==> src/rtl/clock_div_bank.sv <==
// Bank of runtime-programmable clock-enable dividers. Each channel strobes clock_en
// every div+1 cycles of clock_in. Config changes are staged in a shadow and applied at rollover.
module clock_div_bank #(
  parameter int CHANNELS    = 4,
  parameter int WIDTH       = 16,
  parameter int DEFAULT_DIV = 2,
  parameter int CHAN_W      = (CHANNELS > 1) ? $clog2(CHANNELS) : 1
) (
  input  logic                clock_in,
  input  logic                reset,
  input  logic [CHANNELS-1:0] run,
  input  logic                sync,
  input  logic                cfg_valid,
  output logic                cfg_ready,
  input  logic [CHAN_W-1:0]   cfg_chan,
  input  logic [WIDTH-1:0]    cfg_div,
  input  logic [WIDTH-1:0]    cfg_phase,
  output logic [CHANNELS-1:0] clock_en,
  output logic [CHANNELS-1:0] pending
);

  typedef enum logic {
    IDLE = 1'b0,
    RUN  = 1'b1
  } chan_state_t;

  localparam logic [WIDTH-1:0]  DIV_RST = WIDTH'(DEFAULT_DIV);
  localparam logic [CHAN_W:0]   CH_LIM  = (CHAN_W+1)'(CHANNELS);

  logic chan_ok;
  logic cfg_fire;

  // Writes to a non-existent channel are always accepted and silently dropped.
  assign chan_ok   = ({1'b0, cfg_chan} < CH_LIM);
  assign cfg_ready = ~chan_ok | ~pending[cfg_chan];
  assign cfg_fire  = cfg_valid & cfg_ready & chan_ok;

  for (genvar i = 0; i < CHANNELS; i++) begin : g_chan
    chan_state_t      state;
    logic [WIDTH-1:0] cnt;
    logic [WIDTH-1:0] div_a;
    logic [WIDTH-1:0] phase_a;
    logic [WIDTH-1:0] div_s;
    logic [WIDTH-1:0] phase_s;
    logic             pend_q;

    logic             run_q;
    logic             rollover;
    logic             apply;
    logic             wr;
    logic [WIDTH-1:0] div_n;
    logic [WIDTH-1:0] phase_n;
    logic [WIDTH-1:0] preload;

    assign run_q    = (state == RUN);
    assign rollover = (cnt >= div_a);
    // A shadow only lands at a period boundary, so a running period never changes length.
    assign apply    = pend_q & (~run_q | sync | rollover);
    assign wr       = cfg_fire & (cfg_chan == CHAN_W'(i));
    assign div_n    = apply ? div_s   : div_a;
    assign phase_n  = apply ? phase_s : phase_a;
    assign preload  = (phase_n > div_n) ? div_n : phase_n;

    assign clock_en[i] = run_q & rollover;
    assign pending[i]  = pend_q;

    // NOTE: sequential state uses non-blocking assignments so every channel samples
    // pre-edge values regardless of evaluation order.
    always_ff @(posedge clock_in or posedge reset) begin
      if (reset) begin
        state   <= IDLE;
        cnt     <= '0;
        div_a   <= DIV_RST;
        phase_a <= '0;
        div_s   <= DIV_RST;
        phase_s <= '0;
        pend_q  <= 1'b0;
      end else begin
        state <= run[i] ? RUN : IDLE;

        if (!run_q || sync) begin
          cnt <= preload;
        end else if (rollover) begin
          cnt <= '0;
        end else begin
          cnt <= cnt + WIDTH'(1);
        end

        if (apply) begin
          div_a   <= div_s;
          phase_a <= phase_s;
          pend_q  <= 1'b0;
        end else if (wr) begin
          div_s   <= cfg_div;
          phase_s <= cfg_phase;
          pend_q  <= 1'b1;
        end
      end
    end
  end

endmodule

==> config.mk <==
export PLATFORM = sky130hd
export DESIGN_NAME = clock_div_bank
export DESIGN_NICKNAME = d
export VERILOG_FILES = /design/src/rtl/clock_div_bank.sv
export SDC_FILE = /design/constraint.sdc
export NUM_CORES = 1
export LEC_CHECK = 0
export BUFFER_PORTS_ARGS = -buffer_cell sky130_fd_sc_hd__clkbuf_2
export CORE_MARGIN = 2
export CORE_UTILIZATION = 49
export CTS_BUF_LIST = sky130_fd_sc_hd__clkbuf_2 sky130_fd_sc_hd__clkbuf_4 sky130_fd_sc_hd__clkbuf_8
export CTS_CLUSTER_DIAMETER = 100
export CTS_CLUSTER_SIZE = 8
export DETAILED_ROUTE_END_ITERATION = 8
export GPL_ROUTABILITY_DRIVEN = 0
export GPL_TIMING_DRIVEN = 0
export PLACE_DENSITY = 0.63
export SKIP_CTS_REPAIR_TIMING = 1
export SLEW_MARGIN = 20
export SYNTH_ARGS = -nofsm -noshare
export SYNTH_HDL_FRONTEND = slang
export SYNTH_SLANG_ARGS = --single-unit
==> constraint.sdc <==
create_clock -name clock_in -period 20 [get_ports clock_in]
set_clock_uncertainty 0.15 [all_clocks]
set_input_delay 2 -clock clock_in [delete_from_list [all_inputs] [get_ports clock_in]]
set_output_delay 2 -clock clock_in [all_outputs]
set_load 0.1 [all_outputs]
# --- Word-level counts from Yosys, hierarchy flattened ---
# Index checks and enable logic that the tools add are counted.
# Widths: inputs -> output; s select.
word_totals:
  register_bits: 328
  out_inout_bits: 9
  word_cells: 125
classes:
  order_cmp: 9
  eq_ne: 3
  n_reduce_logical: 17
  add_sub_neg: 4
  n_bitwise: 30
  n_mux: 34
ops:
  columns: ["op", "count"]
  rows:
  - ["$mux 16", 20]
  - ["$add 16x1->16 const B", 4]
  - ["$ge 16x16->1", 4]
  - ["$gt 16x16->1", 4]
  - ["$and 1x1->1", 13]
  - ["$mux 1", 13]
  - ["$not 1->1", 9]
  - ["$or 1x1->1", 8]
  - ["$reduce_and 2->1", 4]
  - ["$reduce_bool 2->1", 4]
  - ["$eq 2x2->1 const B", 2]
  - ["$logic_not 1->1", 4]
  - ["$logic_or 1x1->1", 4]
  - ["$lt 2x3->1 const B", 1]
  - ["$bmux 1 s2", 1]
  - ["$eq 2x1->1 const B", 1]
  - ["$logic_not 2->1", 1]

# --- Depth between registers and ports, before layout ---
# Gate-level depths: netlist of run 1.
depth:
  word_depth: 8
  mapped_depth: 20

# --- Worst setup path before layout of run 1 ---
# No wires, ideal clock.
synth_path:
  path_kind: "in2out"
  from: "input cfg_chan[1]"
  to: "output cfg_ready"
  required_ns: 17.850
  cell_stages: 3
  n_path_buf: 1
  arrival_ns: 3.311
  setup_slack_ns: 14.539
  cell_sequence: "clkbuf_1 -> mux4_2 -> inv_1"
synth_between:
  elab_chain_cells: 3
synth_rtl:
  columns: ["item", "line_no", "source"]
  rows:
  - ["from (decl)", "15", "input logic [CHAN_W-1:0] cfg_chan,"]
  - ["$bmux 1 s2", "35", "assign cfg_ready = ~chan_ok | ~pending[cfg_chan];"]
  - ["$mux 1 (not written as such)", "35", null]
  - ["$not 1->1", "35", null]
  - ["to (decl)", "14", "output logic cfg_ready,"]
# No other way between the ends. The select of a mux whose other input is x is not followed.

# --- Worst setup path after layout of run 1 ---
layout_path:
  from: "input sync"
  to: "register g_chan[3].cnt[11]"
layout_between:
  elab_chain_cells: 7
layout_rtl:
  columns: ["item", "line_no", "source"]
  rows:
  - ["from (decl)", "12", "input logic sync,"]
  - ["$or 1x1->1 (2 in a row)", "58", "assign apply = pend_q & (~run_q | sync | rollover);"]
  - ["$and 1x1->1", "58", null]
  - ["$mux 16", null, null]
  - ["$gt 16x16->1", "62", "assign preload = (phase_n > div_n) ? div_n : phase_n;"]
  - ["$mux 16", "62", null]
  - ["$mux 16 *", "81", "if (!run_q || sync) begin"]
  - ["to (signal assigned)", "82", "cnt <= preload;"]
  - ["to (signal assigned)", "86", "cnt <= cnt + WIDTH'(1);"]
  - ["to (decl)", "40", "logic [WIDTH-1:0] cnt;"]
# Every way passes the cells marked *; elsewhere a longest branch is shown, timed or not.
# A chain may end at the register's enable or synchronous reset.

==> run metrics, run 1 <==
Yosys top cell area share a little under half; setup tns final 0 ps; Initial Utilization roughly 49%; DP Area 0.0178 mm2; Nets about 1800; ranking of synthesized cells by area dfrtp_1, ha_1, mux2_2, mux2i_1, inv_1; Via Count approximately 12000; syn avg cell area 11.4 um2; most frequent cells after synthesis dfrtp_1, inv_1, ha_1, mux2_2, nand2_1; drt drc 0; Overflow after GRT 0; Root Driver clkbuf_8; kind of critical path in -> reg; Global Route Usage Sum 24.9%; peak supply drop 0.111 mV; post-layout min period about 6200 ps; Setup crit start kind input pin; CP max FO 10; mapped cell area ~0.017 mm2; Rows between 60 and 70; Comb pwr share ~46%; design area roughly 0.019 mm2; Clock Power Share 18.1%; leak pwr ~0.0091 uW; Critical Path RT 20290 ps; DR vias/cell approximately 5.6; Critical path origin sync; CP Capture Type flop; Yosys cell types 58; syn_nets between 1500 and 2000; Post-DP HPWL 30.9 mm; first-pass GRT wire length approximately 70 mm; Worst slew margin about 37%; Slew Limit Fails 0; I/O pins about 50; CTS sink count between 300 and 400; clock-pin slew on the worst setup and hold paths 70 ps; Core Util, Final between 50 and 60%; Setup-failing EPs final 0; Avg WL per Cell between 20 and 25 um; CTS buffer count 46; Layout area overhead 10.9%; worst reg2reg path startpoint g_chan[1].div_a[1]; input/output buffers 48; register area share after synthesis about half; final hold vios 0; synth warn 0; Worst Hold Class reg -> reg; drt pass-1 iters 5; Core Footprint between 0.03 and 0.04 mm2; CP arrival between 6000 and 7000 ps; die area approximately 0.036 mm2; Worst Setup EP g_chan[3].cnt[11]; Initial DRC Count 742; Reg power frac 35.7%; CTS tree done; max-cap violations 0; largest net degree at the start of global routing approximately 100; Worst R2R Setup Slack around 14000 ps; Die X about 190 um; switching power 1240 uW; Syn Inst Count 1490; Tcrit/Tclk final a little under a third; Pwr Density 162 mW/mm2; CTS Buffer Depth 3; Worst-Skew Late Latency 590 ps; RSZ-0062 raised after global routing no; drt total wl 43.4 mm; vias in the first global route 12000; Die Height 190 um; most numerous cell in the Yosys netlist dfrtp_1; sw frac around two fifths; reg2reg end g_chan[1].cnt[12]; Synth Register Bits 328; ANT nets after route 0; number of flops mapped to enable cells by yosys 0; Max Fclk between 150 and 200 MHz; r2r worst-path depth 19; initial antenna violation count 4; Synth Flop Type dfrtp_1; status complete, no violations; P_int approximately 1800 uW; layout cells sized above 1 roughly a fifth; largest area contributor in the netlist dfrtp_1; async set-reset flop share out of synthesis 100%; H-tree levels 2; actual slew at the worst max-slew pin approximately 930 ps
-- placed cells by master, fill, tap and decap left out, types with 48 or more instances in the layout --
cell        n
mux2_2    132
a21oi_1    54
inv_1     180
nand3_1    53
mux2i_1    75
dfrtp_1   320
ha_1      132
clkbuf_8   49
clkbuf_2   48
nand2_1    94
-- logic make-up after synthesis --
| group | count (synthesis) | synth area share (%) |
|---|---|---|
| simple gates | 282 | 8.18 |
| mux | 222 | 14.6 |
| compound gates | 235 | 10.4 |
| flops | 328 | 48.5 |
| buf+inv | 235 | 5.71 |
| xor+xnor | 56 | 2.90 |
| fa+ha+maj | 132 | 9.75 |
-- layer usage --
metal,GRT usage [%],share of wire (%),up-vias
met2,40.0,46,272
li1,-,-,5451
met1,34.8,46,5861
met3,3.93,4.8,79
met4,7.99,2.9,0
met5,0,0,-
-- power by group through the flow --
stage                     combinational (uW)  clock, uW  sequential, uW
final                                   1400        549            1080
after global routing                    1580        589            1110
after CTS                               1400        559            1080
after detailed placement                1390          0            1090
after global placement                  1360          0            1080
after floorplan                         1060          0            1040
-- through the flow --
step,setup slack (ps),std cells,hold WS [ps],power (uW)
after detailed placement,13210,1996,334,2490
final,13760,2081,345,3040
after global routing,13520,2080,361,3280
after CTS,13850,2080,347,3040
after global placement,4990,1993,331,2450
after floorplan,8780,1490,313,2100
-- registers in the layout, indices dropped and copies added, names as in the netlist --
name / count
g_chan.run_q: 4
g_chan.div_a: 64
g_chan.phase_s: 64
g_chan.cnt: 64
g_chan.pend_q: 4
g_chan.phase_a: 64
g_chan.div_s: 64
-- worst min path at each step --
| stage | from | to | cells after the start |
|---|---|---|---|
| after floorplan | g_chan[0].div_s[1] | g_chan[0].div_s[1] | 2 |
| after global placement | g_chan[3].phase_a[11] | g_chan[3].phase_a[11] | 2 |
| after detailed placement | g_chan[0].div_s[1] | g_chan[0].div_s[1] | 2 |
| after CTS | g_chan[0].div_s[1] | g_chan[0].div_s[1] | 2 |
| after global routing | g_chan[3].div_s[7] | g_chan[3].div_s[7] | 1 |
| final | g_chan[0].div_s[1] | g_chan[0].div_s[1] | 2 |
-- critical path, cell delays in order --
cell and delay [ps]:
clkbuf_2 240, nand2b_1 340, o31ai_1 520, inv_1 320, clkbuf_1 380, a21oi_1 240
a21oi_1 90, ha_1 320, a211oi_1 220, o21ai_1 110, a221o_1 350, a2111oi_2 390
or3_1 160, buf_1 330, buf_2 350, o221ai_1 170
-- final cells by class --
type	count	area, um2
sequential	328	8220
antenna	1	2.50
inverter	181	687
timing repair buffer	51	323
buffer	54	288
fill	3053	15500
multi-input combinational	927	7760
tap	455	569
clock buffer	84	937
No activity file was read; power rests on OpenSTA's default activity.
==> run 2: changes to the inputs <==
--- a/config.mk
+++ b/config.mk
@@ -14,7 +14,7 @@
 export DETAILED_ROUTE_END_ITERATION = 8
 export GPL_ROUTABILITY_DRIVEN = 0
 export GPL_TIMING_DRIVEN = 0
-export PLACE_DENSITY = 0.63
+export PLACE_DENSITY = 0.66
 export SKIP_CTS_REPAIR_TIMING = 1
 export SLEW_MARGIN = 20
 export SYNTH_ARGS = -nofsm -noshare
==> constraint.sdc (replaced) <==
create_clock -name clock_in -period 5 [get_ports clock_in]
set_clock_uncertainty 0.15 [all_clocks]
set_input_delay 0.5 -clock clock_in [delete_from_list [all_inputs] [get_ports clock_in]]
set_output_delay 0.5 -clock clock_in [all_outputs]
set_load 0.1 [all_outputs]
==> run 2 against run 1 <==
Non-clock buffer count is 24 higher. Utilization is 1.4 points higher. Flip-flop and latch count stayed put. Sequential share of layout area is 1.1 points lower. Final cell count is 1.1% higher. First-iteration DRC count is 11% lower. Clock power grew to 3.9 times the previous value. Highest routed layer unchanged. Combinational power grew to 4.3 times the previous value. Hold slack worse by 230 ps. Register-to-register slack worse by 14000 ps. Largest cell class unchanged.
==> run metrics, run 2 (synthesis results as in run 1) <==
CP Capture Type flop (unchanged); Setup-failing EPs final 0 (unchanged); Layout area overhead 13.7% (was 10.9%); sw frac 40.8% (about the same); Post-DP HPWL 31.4 mm (was 30.9 mm); Critical path origin g_chan[3].cnt[0] (was sync); peak supply drop 0.374 mV (was 0.111 mV); Overflow after GRT 0 (unchanged); Core Footprint 0.0343 mm2 (unchanged); Clock Power Share 17.3% (was 18.1%); setup tns final 0 ps (unchanged); pre-CTS setup slack -732 ps (was 13210 ps); Critical Path RT 5280 ps (was 20290 ps); Worst-Skew Late Latency 580 ps (was 590 ps); CP arrival 5090 ps (was 6530 ps); ANT nets after route 0 (unchanged); final hold slack 118 ps (was 345 ps); worst reg2reg path startpoint g_chan[3].cnt[0] (was g_chan[1].div_a[1]); cell family with most CP delay compound AO/OA/AOI/OAI gates (unchanged); Worst R2R Setup Slack 180 ps (was 14310 ps); Final WS setup 183 ps (was 13760 ps); Diodes inserted 0 (was 1); CP max stage cell dfrtp_1 (was o31ai_1); clock-pin slew on the worst setup and hold paths 70 ps (about the same); max-cap violations 0 (unchanged); Max Fclk a little over 200 MHz; status complete, no violations (unchanged); Comb pwr share 48.1% (was 46.3%); post-layout min period between 4000 and 5000 ps; DR vias/cell 5.61 (was 5.60); H-tree levels 2 (unchanged); I/O pins 51 (unchanged); Avg WL per Cell 20.7 um (was 20.8 um); Setup crit start kind flop (was input pin); Global Route Usage Sum 24.9% (about the same); Max stage delay on crit path 420 ps (was 520 ps); input/output buffers 48 (unchanged); drt drc 0 (unchanged); drt total wl 43.5 mm (was 43.4 mm); layout cells sized above 1 24.0% (was 21.3%); CTS Buffer Depth 3 (unchanged); CTS buffer count 46 (unchanged); Tcrit/Tclk final a little over nine tenths; final hold vios 0 (unchanged); Die X 190 um (unchanged); largest net degree at the start of global routing 35 (was 98); Worst slew margin 41.4% (was 37.3%); Rows 68 (unchanged); HP Start cfg_phase[13] (was g_chan[0].div_s[1]); switching power 5100 uW (was 1240 uW); CP max FO 10 (unchanged); leak pwr 0.00929 uW (was 0.00911 uW); Root Driver clkbuf_8 (unchanged); P_int 7410 uW (was 1800 uW); CTS tree done (unchanged); commonest non-fill, non-tap cells in the layout dfrtp_1, inv_1, mux2_2, ha_1, nand2_1 (unchanged); worst-path cell chain inv_1, ha_1, nand2b_1, a2111oi_4, o31ai_2, a2111oi_4, nor2_1, buf_4, mux2i_1, inv_1, ha_1, a211oi_1, o21ai_1, a221o_1, a2111oi_4, or3_4, clkbuf_4, o221ai_1 (was clkbuf_2, nand2b_1, o31ai_1, inv_1, clkbuf_1, a21oi_1, a21oi_1, ha_1, a211oi_1, o21ai_1, a221o_1, a2111oi_2, or3_1, buf_1, buf_2, o221ai_1); Initial DRC Count 661 (was 742); kind of critical path reg -> reg (was in -> reg); Worst Setup EP g_chan[3].cnt[11] (unchanged); Pwr Density 650 mW/mm2 (was 162 mW/mm2); Initial Utilization 49.4% (unchanged); actual slew at the worst max-slew pin 879 ps (was 933 ps); Via Count 11800 (was 11700); reg2reg end g_chan[3].cnt[11] (was g_chan[1].cnt[12]); vias in the first global route 12000 (about the same); Slew Limit Fails 0 (unchanged); initial antenna violation count 3 (was 4); most common cell after layout, fill and taps aside dfrtp_1 (unchanged); drt pass-1 iters 5 (unchanged); Die Height 190 um (unchanged); r2r worst-path depth 18 (was 19); Worst Hold Class in -> reg (was reg -> reg); Levels on crit path 18 (was 16); CP most frequent cell a2111oi_4 (was a21oi_1); CTS sink count 328 (unchanged); Reg power frac 34.6% (was 35.7%); Nets 1787 (was 1763); Core Util, Final 56.2% (was 54.8%); first-pass GRT wire length 68.6 mm (was 68.4 mm); die area 0.0361 mm2 (unchanged); Bufs and invs on worst path 4 (was 5)
run 2: cell count changes in the layout (fill, tap and decap cells not counted), sizes merged:
| cell | before | now |
|---|---|---|
| clkbuf | 162 | 156 |
| inv | 181 | 180 |
| dlygate4sd3 | 0 | 5 |
| clkinvlp | 0 | 2 |
| buf | 27 | 50 |
| diode | 1 | 0 |
run 2: layout make-up:
| class | instances | area, um2 |
|---|---|---|
| Timing Repair Buffer | 77 | 623 |
| Buffer | 52 | 322 |
| Inverter | 181 | 683 |
| Fill cell | 2933 | 15000 |
| Clock inverter | 1 | 7.51 |
| Multi-Input combinational cell | 927 | 7920 |
| Clock buffer | 82 | 910 |
| Tap cell | 455 | 569 |
| Sequential cell | 328 | 8220 |
run 2: worst min path at each step:
stage	cells past startpoint	slack, ps	endpoint
finish	2	120	g_chan[1].phase_s[13]
floorplan	2	310	g_chan[0].div_s[1]
CTS	2	-200	g_chan[2].div_a[6]
detailed placement	2	340	g_chan[0].div_s[1]
global route	2	110	g_chan[1].phase_s[13]
global placement	2	330	g_chan[0].div_s[1]
run 2: power groups by stage:
stage                     sequential, uW  combinational (uW)  clock [uW]
after floorplan                     4170                4240           0
after detailed placement            4370                5590           0
after global placement              4340                5430           0
final                               4330                6030        2160
after CTS                           4320                5630        2210
after global routing                4440                6730        2330
run 2: metrics by stage:
step	instance area, um2	cells	power, uW
6_report	19300	2103	12500
5_1_grt	19300	2103	13500
4_1_cts	18900	2087	12200
3_5_place_dp	18000	2004	9950
3_3_place_gp	17800	1993	9770
2_1_floorplan	16900	1490	8410
run 2: metal layers:
metal | share of wire [%] | global-route usage [%] | routed length [um]
met5 | 0 | 0 | 0
met4 | 2.5 | 6.71 | 1100
met3 | 4.7 | 3.30 | 2040
met2 | 47 | 40.0 | 20400
met1 | 46 | 35.6 | 20000
